**src/rtl/mul_ctrl.sv**
```systemverilog
// RV32M multiply-group sequencer around the unsigned iterative shift-add multiplier.
// Optional last-result cache enabled by defining MUL_CTRL_FUSE_EN.
module mul_ctrl (
  input  logic        clk,
  input  logic        rst,
  input  logic        req_vld_i,
  output logic        req_rdy_o,
  input  logic [1:0]  req_op_i,
  input  logic [31:0] req_rs1_i,
  input  logic [31:0] req_rs2_i,
  input  logic [4:0]  req_tag_i,
  output logic        rsp_vld_o,
  input  logic        rsp_rdy_i,
  output logic [31:0] rsp_data_o,
  output logic [4:0]  rsp_tag_o,
  output logic        mul_vld_o,
  output logic [31:0] mul1_o,
  output logic [31:0] mul2_o,
  input  logic [63:0] mul_res_i,
  input  logic        mul_rdy_i
);

  typedef enum logic [1:0] {IDLE, ISSUE, WAIT, RESP} state_e;
  typedef enum logic [1:0] {OP_MUL, OP_MULH, OP_MULHSU, OP_MULHU} op_e;

  state_e      state_q, state_d;
  logic [1:0]  op_q, op_d;
  logic        neg_q, neg_d;
  logic [31:0] m1_q, m1_d, m2_q, m2_d;
  logic [31:0] data_q, data_d;
  logic [4:0]  tag_q, tag_d;

  logic        s1, s2;
  logic [31:0] mag1, mag2;
  logic [63:0] prod;

`ifdef MUL_CTRL_FUSE_EN
  typedef enum logic [1:0] {MODE_UU, MODE_SU, MODE_SS} mode_e;

  logic [31:0] rs1_q, rs1_d, rs2_q, rs2_d;
  logic        c_vld_q, c_vld_d;
  logic [31:0] c_rs1_q, c_rs1_d, c_rs2_q, c_rs2_d;
  mode_e       c_mode_q, c_mode_d;
  logic [63:0] c_p_q, c_p_d;
  mode_e       req_mode, cur_mode;
  logic        hit;
  logic [31:0] hit_data;
`endif

  always_comb begin
    s1   = req_rs1_i[31] & ((req_op_i == OP_MULH) || (req_op_i == OP_MULHSU));
    s2   = req_rs2_i[31] & (req_op_i == OP_MULH);
    mag1 = s1 ? (~req_rs1_i + 32'd1) : req_rs1_i;
    mag2 = s2 ? (~req_rs2_i + 32'd1) : req_rs2_i;
    prod = neg_q ? (~mul_res_i + 64'd1) : mul_res_i;
  end

`ifdef MUL_CTRL_FUSE_EN
  // MUL hits regardless of mode: the low word of the product is sign-agnostic.
  always_comb begin
    case (req_op_i)
      OP_MULH:   req_mode = MODE_SS;
      OP_MULHSU: req_mode = MODE_SU;
      default:   req_mode = MODE_UU;
    endcase
    case (op_q)
      OP_MULH:   cur_mode = MODE_SS;
      OP_MULHSU: cur_mode = MODE_SU;
      default:   cur_mode = MODE_UU;
    endcase
    hit      = c_vld_q && (req_rs1_i == c_rs1_q) && (req_rs2_i == c_rs2_q) &&
               ((req_op_i == OP_MUL) || (req_mode == c_mode_q));
    hit_data = (req_op_i == OP_MUL) ? c_p_q[31:0] : c_p_q[63:32];
  end
`endif

  always_comb begin
    state_d   = state_q;
    op_d      = op_q;
    neg_d     = neg_q;
    m1_d      = m1_q;
    m2_d      = m2_q;
    data_d    = data_q;
    tag_d     = tag_q;
    req_rdy_o = 1'b0;
    rsp_vld_o = 1'b0;
    mul_vld_o = 1'b0;
`ifdef MUL_CTRL_FUSE_EN
    rs1_d     = rs1_q;
    rs2_d     = rs2_q;
    c_vld_d   = c_vld_q;
    c_rs1_d   = c_rs1_q;
    c_rs2_d   = c_rs2_q;
    c_mode_d  = c_mode_q;
    c_p_d     = c_p_q;
`endif
    case (state_q)
      IDLE: begin
        req_rdy_o = ~rst;
        if (req_vld_i) begin
          op_d  = req_op_i;
          tag_d = req_tag_i;
          neg_d = s1 ^ s2;
`ifdef MUL_CTRL_FUSE_EN
          rs1_d = req_rs1_i;
          rs2_d = req_rs2_i;
          if (hit) begin
            data_d  = hit_data;
            state_d = RESP;
          end else begin
            m1_d    = mag1;
            m2_d    = mag2;
            state_d = ISSUE;
          end
`else
          m1_d    = mag1;
          m2_d    = mag2;
          state_d = ISSUE;
`endif
        end
      end
      ISSUE: begin
        mul_vld_o = 1'b1;
        state_d   = WAIT;
      end
      WAIT: begin
        if (mul_rdy_i) begin
          data_d  = (op_q == OP_MUL) ? prod[31:0] : prod[63:32];
          state_d = RESP;
`ifdef MUL_CTRL_FUSE_EN
          c_vld_d  = 1'b1;
          c_rs1_d  = rs1_q;
          c_rs2_d  = rs2_q;
          c_mode_d = cur_mode;
          c_p_d    = prod;
`endif
        end
      end
      RESP: begin
        rsp_vld_o = 1'b1;
        if (rsp_rdy_i) state_d = IDLE;
      end
      default: state_d = IDLE;
    endcase
  end

  always_ff @(posedge clk) begin
    if (rst) begin
      state_q  <= IDLE;
      op_q     <= '0;
      neg_q    <= 1'b0;
      m1_q     <= '0;
      m2_q     <= '0;
      data_q   <= '0;
      tag_q    <= '0;
`ifdef MUL_CTRL_FUSE_EN
      rs1_q    <= '0;
      rs2_q    <= '0;
      c_vld_q  <= 1'b0;
      c_rs1_q  <= '0;
      c_rs2_q  <= '0;
      c_mode_q <= MODE_UU;
      c_p_q    <= '0;
`endif
    end else begin
      state_q  <= state_d;
      op_q     <= op_d;
      neg_q    <= neg_d;
      m1_q     <= m1_d;
      m2_q     <= m2_d;
      data_q   <= data_d;
      tag_q    <= tag_d;
`ifdef MUL_CTRL_FUSE_EN
      rs1_q    <= rs1_d;
      rs2_q    <= rs2_d;
      c_vld_q  <= c_vld_d;
      c_rs1_q  <= c_rs1_d;
      c_rs2_q  <= c_rs2_d;
      c_mode_q <= c_mode_d;
      c_p_q    <= c_p_d;
`endif
    end
  end

  assign mul1_o     = m1_q;
  assign mul2_o     = m2_q;
  assign rsp_data_o = data_q;
  assign rsp_tag_o  = tag_q;

endmodule

```
**config.mk**
```make
export PLATFORM = sky130hd
export DESIGN_NAME = mul_ctrl
export DESIGN_NICKNAME = d
export VERILOG_FILES = /design/src/rtl/mul_ctrl.sv
export SDC_FILE = /design/constraint.sdc
export NUM_CORES = 1
export LEC_CHECK = 0
export BUFFER_PORTS_ARGS = -buffer_cell sky130_fd_sc_hd__buf_2
export CAP_MARGIN = 20
export CORE_AREA = 2 2 196 160
export DETAILED_ROUTE_END_ITERATION = 7
export DIE_AREA = 0 0 198 162
export PLACE_DENSITY_LB_ADDON = 0.2
export SYNTH_ARGS = -nofsm -noshare
export SYNTH_HDL_FRONTEND = slang
export SYNTH_SLANG_ARGS = --single-unit
```
**constraint.sdc**
```tcl
create_clock -name clk -period 7.4 [get_ports clk]
set_input_delay 1.11 -clock clk [delete_from_list [all_inputs] [get_ports clk]]
set_output_delay 1.11 -clock clk [all_outputs]
set_load 0.05 [all_outputs]
```
==> results.toml <==
[status]
run_status = "complete, no violations"

[routing]
route.vias.total = 8190
drc_violations_left = 0
finalWirelength_um = 31140
post_drt_via_cell_ratio = 5.174
detail_route.first_pass.iterations = 5
drt-initial-drc-count = 756
final_antenna_net_count = 0
wl_per_cell_um = 19.67

[logic_synthesis]
ys.warnings.count = 0
synth_edf_count = 0
synthCells = 962
most_frequently_used_flop_master_after_synthesis = "dfxtp_1"
yosysSeqAreaShare = 0.2849
post_synth.cell_area_avg_um2 = 7.743
syn-cell-area_um2 = 7448
synth-seq-cells = 106
synthesis.nets = 1111
async_reset_ff_frac = 0
number_of_unique_standard_cell_types_used_by_synthesis = 67

[floorplan]
floorplan.die.height_um = 162
io_pins = 244
die_w_um = 198
fp.dieArea_um2 = 32080
row_count = 57
placeableCoreArea_um2 = 30030
initial_utilization = 0.2481

[place]
placed_cells_incl_taps = 1562
gp_congestion = 0.9043
buffer_ports.inserted = 243
place_hpwl_um = 23320

[timing]
finalHoldViolations = 0
total_of_endpoints_with_negative_setup_slack_in_the_final_report = 0
timing.setup.tns_ns = 0
finalWorstPathRequiredPeriod_ns = 3.358
unrepaired_setup_endpoints_after_global_routing = "false"
final.period_utilization = 0.4538
fin_skew_ns = 0.01288
holdWs_ns = 0.4442
slew_headroom = 0.3620
number_of_pins_with_negative_max_slew_slack_in_the_final_report = 0
fmax_ghz = 0.2978
worst-slew-pin-transition_ns = 0.9571

[worst_setup_path]
timing.critical_path.fanout_max = 6
worst-endpoint-required_ns = 7.63
critical_path.startpoint_type = "input port"
arrival_ns = 3.59
critical-path-max-stage-delay_ns = 0.63
path_class = "input port to flip-flop"
critPathSlowestCell = "or4b_2"
worst_setup_path_end_kind = "flip-flop"
crit_chain = "buf_2, inv_1, ha_1, or4b_2, nor3_1, nand2_1, o41ai_1, xor2_1, a21oi_1"

[global_route]
globalRouteTotalUtil = 0.1907
wire_length_of_the_first_global_routing_pass_um = 46940
largest_net_degree_at_the_start_of_global_routing = 90
grt_antenna_before_repair = 5
global_route.overflow_total = 0
via_count_of_the_first_global_routing_pass = 7778

[layout]
layout_cell_share_with_drive_strength_beyond_1 = 0.2652
nets_final = 1309
post_layout_nonfiller_instances = 1583
area_delta_synth_final_pct = 24.88
fillerInstances = 3315

[cts]
cts_tree = "built"
clock_path_buffers = 2
clk_pin_slew_ns = 0.09
cts-htree-levels = 3
cts_num_sinks = 106
number_of_buffers_added_for_setup_after_cts = 0
tritoncts.num_buffers = 9
cts_hold_buf = 0
clk_root_buffer_cell = "clkbuf_16"
clkLatencyLatePin_ns = 0.37
cts-resized-gates = 0

[power]
power.static_leakage_nw = 3.561
power_density_nw_per_um2 = 272.1
max-vdd-ir-drop_v = 0.0001302

[flow_run]
max_cap_violations = 0

[hold_path]
hold_path_class = "flip-flop to flip-flop"
cell type report:
| class | instances | area [um^2] | share of cell area |
|---|---|---|---|
| clock inverter | 7 | 80.08 | 0.008609 |
| clock buffer | 9 | 225.2 | 0.02421 |
| sequential | 106 | 2123 | 0.2283 |
| inverter | 21 | 78.83 | 0.008475 |
| antenna | 5 | 12.51 | 0.001345 |
| tap | 413 | 516.7 | 0.05556 |
| timing repair buffer | 251 | 1279 | 0.1375 |
| multi-input combinational | 771 | 4986 | 0.5361 |
cells in the mapped netlist (8+ instances only):
library cell,count,area (um^2)
or3_1,32,200.2
clkbuf_1,55,206.5
o21ai_0,53,265.3
nand2_1,78,292.8
or4_1,13,97.59
a31oi_1,8,50.05
dfxtp_1,106,2122
inv_1,21,78.83
and3_1,8,50.05
o31ai_1,19,142.6
a22oi_1,8,60.06
mux2i_1,22,220.2
ha_1,9,112.6
a211oi_1,46,345.3
nand3_1,17,85.08
o41ai_1,12,105.1
nor2_1,119,446.7
xor2_1,45,394.1
nor3_1,36,180.2
nor4_1,25,156.4
a21oi_1,60,300.3
a311oi_1,11,96.34
xnor2_1,27,236.5
stage by stage:
stage	power (mW)	util	setup WS (ns)	instance area [um^2]
4_1_cts	2.559	0.3094	4.125	9289
3_3_place_gp	2.024	0.2992	3.779	8984
6_report	2.531	0.3098	4.042	9301
3_5_place_dp	2.020	0.2992	3.711	8984
5_1_grt	2.682	0.3095	3.867	9291
2_1_floorplan	1.656	-	4.090	7448
critical path, delay by kind of cell:
| kind | cells | cell delay (ns) |
|---|---|---|
| adders and majority gates | 1 | 0.28 |
| AOI/OAI and AO/OA | 2 | 0.53 |
| buffers and inverters | 2 | 0.20 |
| xor gates and xnor gates | 1 | 0.20 |
| and+or+nand+nor | 3 | 1.25 |
cells by family after synthesis:
kind of cell	Yosys count	share of synthesized area
adder cells (fa/ha/maj)	9	0.01512
XOR/XNOR	72	0.08466
flip-flops	106	0.2849
AND/OR/NAND/NOR	384	0.2765
multiplexers	29	0.04015
buffers and inverters	85	0.04636
AO/OA/AOI/OAI	277	0.2523
flip-flops by register name, summed over array words and instances, names as in the netlist:
signal      cells
mul1_o         32
mul2_o         32
neg_q           1
op_q            2
rsp_data_o     32
rsp_tag_o       5
state_q         2
routing by layer:
metal | vias up | GRT usage | share of wire
met5 | - | 0 | 0.0014
met4 | 6 | 0.05981 | 0.020
met3 | 46 | 0.05752 | 0.089
met2 | 314 | 0.2770 | 0.41
met1 | 3819 | 0.2683 | 0.48
li1 | 4005 | - | -
path summary, 6_finish.rpt:
| kind | end | from | slack, ns | cells past startpoint |
|---|---|---|---|---|
| setup reg to reg | mul1_o[31] | state_q[0] | 4.68 | 6 |
| setup / recovery | rsp_data_o[14] | mul_res_i[0] | 4.04 | 9 |
| hold / removal | rsp_data_o[7] | rsp_data_o[7] | 0.44 | 2 |
| hold reg to reg | rsp_data_o[7] | rsp_data_o[7] | 0.44 | 2 |
where the power goes:
group          switching, mW  internal (mW)
clock network          0.279          0.242
logic                  0.923          0.329
registers             0.0677          0.691
cells in the final DEF (no fill, tap or decap), types with 5 or more instances in the layout:
| master | instances |
|---|---|
| or4_1 | 13 |
| o41ai_1 | 12 |
| xor2_1 | 45 |
| nor4_4 | 6 |
| nand2b_1 | 6 |
| mux2i_1 | 22 |
| and3_1 | 8 |
| buf_2 | 242 |
| o211ai_1 | 7 |
| ha_1 | 9 |
| nor3_1 | 36 |
| a211oi_1 | 46 |
| nand4_1 | 6 |
| a21oi_1 | 60 |
| nand2_1 | 78 |
| or2_2 | 7 |
| a311oi_1 | 11 |
| mux2_2 | 7 |
| nand3_1 | 17 |
| a22oi_1 | 8 |
| xnor2_1 | 27 |
| nor2_1 | 118 |
| or3_1 | 32 |
| diode_2 | 5 |
| inv_1 | 21 |
| o31ai_1 | 19 |
| a211o_1 | 5 |
| o21ai_0 | 53 |
| o22ai_1 | 6 |
| dfxtp_1 | 105 |
| o31a_1 | 5 |
| clkbuf_16 | 9 |
| buf_4 | 9 |
| a31oi_1 | 8 |
| nor4_1 | 25 |
Note: power is estimated with default switching activity, not from simulation.
